File: src/rtl/io_out_arbiter.sv
// io_out_arbiter: round-robin owner of the shared user pad bank.
// Optional stall watchdog enabled by defining IO_ARB_WATCHDOG_EN.
module io_out_arbiter #(
  parameter int NREQ        = 4,
  parameter int W           = 10,
  parameter int MAX_BURST   = 8,
  parameter int WDOG_CYCLES = 16
) (
  input  logic              wb_clk_i,
  input  logic              wb_rst_i,
  input  logic [NREQ-1:0]   req_i,
  input  logic [NREQ-1:0]   valid_i,
  input  logic [NREQ-1:0]   last_i,
  input  logic [NREQ*W-1:0] data_i,
  output logic [NREQ-1:0]   ready_o,
  output logic [NREQ-1:0]   gnt_o,
  output logic              busy_o,
  output logic [W-1:0]      io_out_o,
  output logic [W-1:0]      io_oeb_o,
  output logic              wdog_o
);

  localparam int PW = $clog2(NREQ);
  localparam int CW = $clog2(MAX_BURST + 1);
  localparam logic [CW-1:0] MAXC = CW'(MAX_BURST);

  typedef enum logic [1:0] {
    IDLE, TURN, OWN, HOLD
  } state_t;

  state_t          state;
  logic [PW-1:0]   ptr;
  logic [PW-1:0]   own;
  logic [CW-1:0]   cnt;
  logic [CW-1:0]   cnt_inc;
  logic [PW-1:0]   win;
  logic [PW-1:0]   win_nxt;
  logic            any;
  logic            beat;
  logic            done;
  logic            wd_hit;
  logic [W-1:0]    dsel;
  logic [PW-1:0]   idx;
  int              s;

  // Round-robin search: first requester at or after ptr, wrapping.
  always_comb begin
    win = '0;
    any = 1'b0;
    idx = '0;
    s   = 0;
    for (int i = 0; i < NREQ; i++) begin
      s = int'(ptr) + i;
      if (s >= NREQ) s = s - NREQ;
      idx = s[PW-1:0];
      if (!any && req_i[idx]) begin
        any = 1'b1;
        win = idx;
      end
    end
    win_nxt = (win == PW'(NREQ - 1)) ? '0 : win + 1'b1;
  end

  // Owner's data slice selection.
  always_comb begin
    dsel = '0;
    for (int k = 0; k < NREQ; k++)
      if (own == PW'(k)) dsel = data_i[k*W +: W];
  end

  assign ready_o = (state == OWN) ? gnt_o : '0;
  assign beat    = (state == OWN) && valid_i[own];
  assign cnt_inc = cnt + 1'b1;
  assign done    = (beat && (last_i[own] || cnt_inc == MAXC))
                 || !req_i[own] || wd_hit;

`ifdef IO_ARB_WATCHDOG_EN
  localparam int SW = $clog2(WDOG_CYCLES + 1);
  localparam logic [SW-1:0] WDC = SW'(WDOG_CYCLES);
  logic [SW-1:0] stall;

  assign wd_hit = (state == OWN) && !beat
                && (stall + 1'b1 == WDC);

  // Count consecutive beatless owner cycles; flag is sticky.
  always_ff @(posedge wb_clk_i) begin
    if (wb_rst_i) begin
      stall  <= '0;
      wdog_o <= 1'b0;
    end else if (state != OWN || beat) begin
      stall <= '0;
    end else if (wd_hit) begin
      stall  <= '0;
      wdog_o <= 1'b1;
    end else begin
      stall <= stall + 1'b1;
    end
  end
`else
  assign wd_hit = 1'b0;
  assign wdog_o = 1'b0;
`endif

  // Grant sequencer with registered pad and grant outputs.
  always_ff @(posedge wb_clk_i) begin
    if (wb_rst_i) begin
      state    <= IDLE;
      ptr      <= '0;
      own      <= '0;
      cnt      <= '0;
      gnt_o    <= '0;
      busy_o   <= 1'b0;
      io_out_o <= '0;
      io_oeb_o <= '1;
    end else begin
      unique case (state)
        IDLE, HOLD: begin
          io_oeb_o <= '1;
          if (any) begin
            state  <= TURN;
            own    <= win;
            ptr    <= win_nxt;
            gnt_o  <= NREQ'(1) << win;
            busy_o <= 1'b1;
          end else begin
            state  <= IDLE;
            busy_o <= 1'b0;
          end
        end
        TURN: begin
          state    <= OWN;
          cnt      <= '0;
          io_oeb_o <= '0;
        end
        OWN: begin
          if (beat) begin
            io_out_o <= dsel;
            cnt      <= cnt_inc;
          end
          if (done) begin
            state <= HOLD;
            gnt_o <= '0;
          end
        end
      endcase
    end
  end

endmodule

File: config.mk
export PLATFORM = sky130hd
export DESIGN_NAME = io_out_arbiter
export DESIGN_NICKNAME = d
export VERILOG_FILES = /design/src/rtl/io_out_arbiter.sv
export SDC_FILE = /design/constraint.sdc
export NUM_CORES = 1
export LEC_CHECK = 0
export CORE_MARGIN = 4
export CORE_UTILIZATION = 30
export CTS_BUF_LIST = sky130_fd_sc_hd__clkbuf_8
export DETAILED_ROUTE_END_ITERATION = 8
export HOLD_SLACK_MARGIN = 0.05
export PLACE_DENSITY = 0.7
export SYNTH_ARGS = -nofsm -noshare
export SYNTH_HDL_FRONTEND = slang
export SYNTH_SLANG_ARGS = --single-unit
File: constraint.sdc
create_clock -name wb_clk_i -period 1.7 [get_ports wb_clk_i]
set_clock_uncertainty 0.05 [all_clocks]
set_input_delay 0.34 -clock wb_clk_i [delete_from_list [all_inputs] [get_ports wb_clk_i]]
set_output_delay 0.34 -clock wb_clk_i [all_outputs]
set_load 0.01 [all_outputs]
==> flow_metrics.env <==
export IMPL_global_route_usage_total_pct=13.0
export IMPL_die_area_um2=6840
export IMPL_layout_min_cycle_time_ns=1.72
export IMPL_vias_per_cell=4.80
export IMPL_hold_path_class="register to register"
export IMPL_top_cells_by_area_synth="sky130_fd_sc_hd__dfxtp_1 31%, sky130_fd_sc_hd__mux4_2 17%, sky130_fd_sc_hd__a21oi_1 8.4%"
export IMPL_grt_antenna_before_repair=0
export IMPL_clock_fmax_mhz=580
export IMPL_dominantRegCellSynth="sky130_fd_sc_hd__dfxtp_1"
export IMPL_hold_worst_slack_ns=0.407
export IMPL_fin_tns_setup_ns=-0.0227
export IMPL_num_vias=1621
export IMPL_core_area_um2=5270
export IMPL_synthDistinctLibCells=35
export IMPL_area_delta_synth_final_pct=60.5
export IMPL_setup_ws_ns=-0.0227
export IMPL_critical_path_class="input pin to register"
export IMPL_clock_sinks=26
export IMPL_startpoint="last_i[3]"
export IMPL_setup_slack_of_the_worst_register_to_register_path_ns=0
export IMPL_synthCells=185
export IMPL_row_count=26
export IMPL_failed_checks="setup timing"
export IMPL_place_gp_congestion=0.773
export IMPL_grt_pass1_wl_mm=6.97
export IMPL_routed_wire_length_per_instance_um=12.9
export IMPL_antennaDiodeCount=0
export IMPL_seq_area_frac_synth_pct=31.1
export IMPL_avgSynthCellArea_um2=9.05
export IMPL_layout_worst_path_cycle_share_pct=101
export IMPL_end_kind="register"
export IMPL_die_h_um=82.7
export IMPL_type_of_element_launching_the_critical_path="input pin"
export IMPL_async_reset_ff_share_pct=0
export IMPL_timing_hold_violations_final=0
export IMPL_clock_root_buffer="sky130_fd_sc_hd__clkbuf_8"
export IMPL_synth_most_common_cell="sky130_fd_sc_hd__nand2_1"
export IMPL_yosysTopAreaCellShare_pct=31.1
export IMPL_power_per_cell_area_nw_per_um2=1280
export IMPL_first_global_vias=1547
export IMPL_drt_initial_drc_count=84
export IMPL_post_route_drc_count=0
export IMPL_worstReg2RegEnd="state[0]"
export IMPL_tritoncts_num_buffers=3
export IMPL_number_of_routed_nets_with_antenna_violations=0
export IMPL_worst_r2r_path_depth=4
export IMPL_syn_area_um2=1670
export IMPL_worst_endpoint_required_ns=1.86
export IMPL_ys_ff_latch=26
export IMPL_rsz0062_at_grt="yes"
export IMPL_cts_path_max_buffers=2
export IMPL_clk_latency_ns=0.27
export IMPL_synth_edff_count=0
export IMPL_yosys_warnings=0
export IMPL_max_vdd_ir_drop_mv=0.556
export IMPL_synth_largest_area_cell="sky130_fd_sc_hd__dfxtp_1"
export IMPL_clkTransAtPathRegs_ns=0.09
export IMPL_cp_endpoint="state[0]"
export IMPL_synth_common_cells="29 x sky130_fd_sc_hd__nand2_1, 28 x sky130_fd_sc_hd__a21oi_1, 26 x sky130_fd_sc_hd__dfxtp_1"
export IMPL_startpoint_of_the_worst_register_to_register_path="own[0]"
export IMPL_cts_max_level=1
export IMPL_initial_core_util_pct=31.8
export IMPL_grt_start_max_net_pins=15
export IMPL_drt_pass1_iterations=4
export IMPL_port_buffers=82
export IMPL_drive_gt1_share_pct=20.9
export IMPL_gr_total_overflow=0
export IMPL_floorplan_die_width_um=82.7
export IMPL_timing_critical_path_arrival_ns=1.88
export IMPL_syn_nets=246
export IMPL_cts_tree="built"
export IMPL_final_nets=330
export IMPL_detailed_place_hpwl_mm=3.55
export IMPL_cp_max_fo=3
export IMPL_wirelength_mm=4.36
export IMPL_leakage_nw=1.01
export IMPL_finalMaxSlewViolations=0
export IMPL_setup_failing_eps_final=1
export IMPL_status="finished with violations"
export IMPL_max_cap_violations=0
export IMPL_boundaryPins=84
[layout by cell type (no fill, tap or decap), drive strengths merged, types with 2 or more instances in the layout]
cell type / netlist / routed
nand3: 3 / 3
clkbuf: 6 / 4
ha: 7 / 7
nand3b: 5 / 5
and2: 6 / 6
nand2: 30 / 30
clkdlybuf4s50: 0 / 70
xor2: 3 / 3
dlygate4sd2: 0 / 10
o21ai: 6 / 6
buf: 15 / 18
mux4: 13 / 13
nor3b: 2 / 2
clkdlybuf4s15: 0 / 2
nand2b: 3 / 3
dfxtp: 26 / 26
a21oi: 28 / 28
inv: 8 / 8
a211oi: 3 / 3
o21a: 2 / 2
nor3: 3 / 3
nor2: 7 / 7
[worst min path at each step]
stage	end	cells past startpoint	slack [ns]	from
after global routing	io_out_o[8]	2	0.43	io_out_o[8]
after floorplan	ptr[1]	2	0.42	ptr[1]
after detailed placement	io_out_o[9]	2	0.40	io_out_o[9]
final	io_out_o[9]	2	0.41	io_out_o[9]
after global placement	io_out_o[4]	2	0.39	io_out_o[4]
after CTS	io_out_o[9]	2	0.41	io_out_o[9]
[stage by stage]
step / util [%] / worst slack (ns) / cells / instance area, um^2 / power, W
final: 51.0 / -0.0227 / 338 / 2690 / 0.00343
after global routing: 51.0 / -0.0470 / 338 / 2690 / 0.00370
after CTS: 50.4 / 0.000478 / 338 / 2650 / 0.00336
after detailed placement: 49.0 / -0.492 / 333 / 2580 / 0.00289
after global placement: 49.0 / -0.466 / 333 / 2580 / 0.00285
after floorplan: - / 0.00739 / 185 / 1680 / 0.00219
[cells by family (layout without fill, tap and decap cells)]
group / after synthesis / in the layout / share of synthesized area (%)
AND/OR/NAND/NOR: 61 / 61 / 17.8
AO/OA/AOI/OAI: 43 / 43 / 15.3
buffers and inverters: 29 / 112 / 9.79
flip-flops: 26 / 26 / 31.1
multiplexers: 15 / 15 / 19.0
adder cells (fa/ha/maj): 7 / 7 / 5.23
XOR/XNOR: 3 / 3 / 1.57
other: 1 / 1 / 0.224
[critical path: stages]
cell and delay (ns):
sky130_fd_sc_hd__clkdlybuf4s50_1 0.40, sky130_fd_sc_hd__mux4_2 0.54, sky130_fd_sc_hd__o21a_4 0.23, sky130_fd_sc_hd__o32a_1 0.29
sky130_fd_sc_hd__nor2_1 0.08
[report_power, final]
part           internal [W]  total [W]  leakage [nW]  switching (W)
logic               0.00114    0.00207         0.765       0.000929
clock network      0.000207   0.000404        0.0288       0.000197
registers          0.000795   0.000957         0.214       0.000162
total               0.00214    0.00343          1.01        0.00129
[area by class of cell]
type                    instances  area, um^2
fillers                       511        2580
flip-flops and latches         26         533
well taps                      70        87.6
multi-input cells             130        1040
clock buffers                   4        55.1
repair buffers                100         943
inverters                       8        30.0
[state kept, by name, summed over array words and instances, names as in the netlist]
register	cells
io_out_o	10
state	2
ptr	2
busy_o	1
gnt_o	4
io_oeb_o	1
own	2
cnt	4
[routing by layer]
metal  vias up  routed length, um  GRT usage (%)
met1       732               1790           16.0
met5         -                  0              0
met3         6                435           3.80
met4         0                 42           3.43
li1        809                  -              -
met2        74               2100           22.4
[what timing repair did]
action	in CTS	in global routing
gates resized for setup	20	16
hold endpoints to repair	0	0
hold buffers	0	0
setup buffers	1	0
setup endpoints to repair	32	33
pin swaps	6	8
Note: power is estimated with default switching activity, not from simulation.
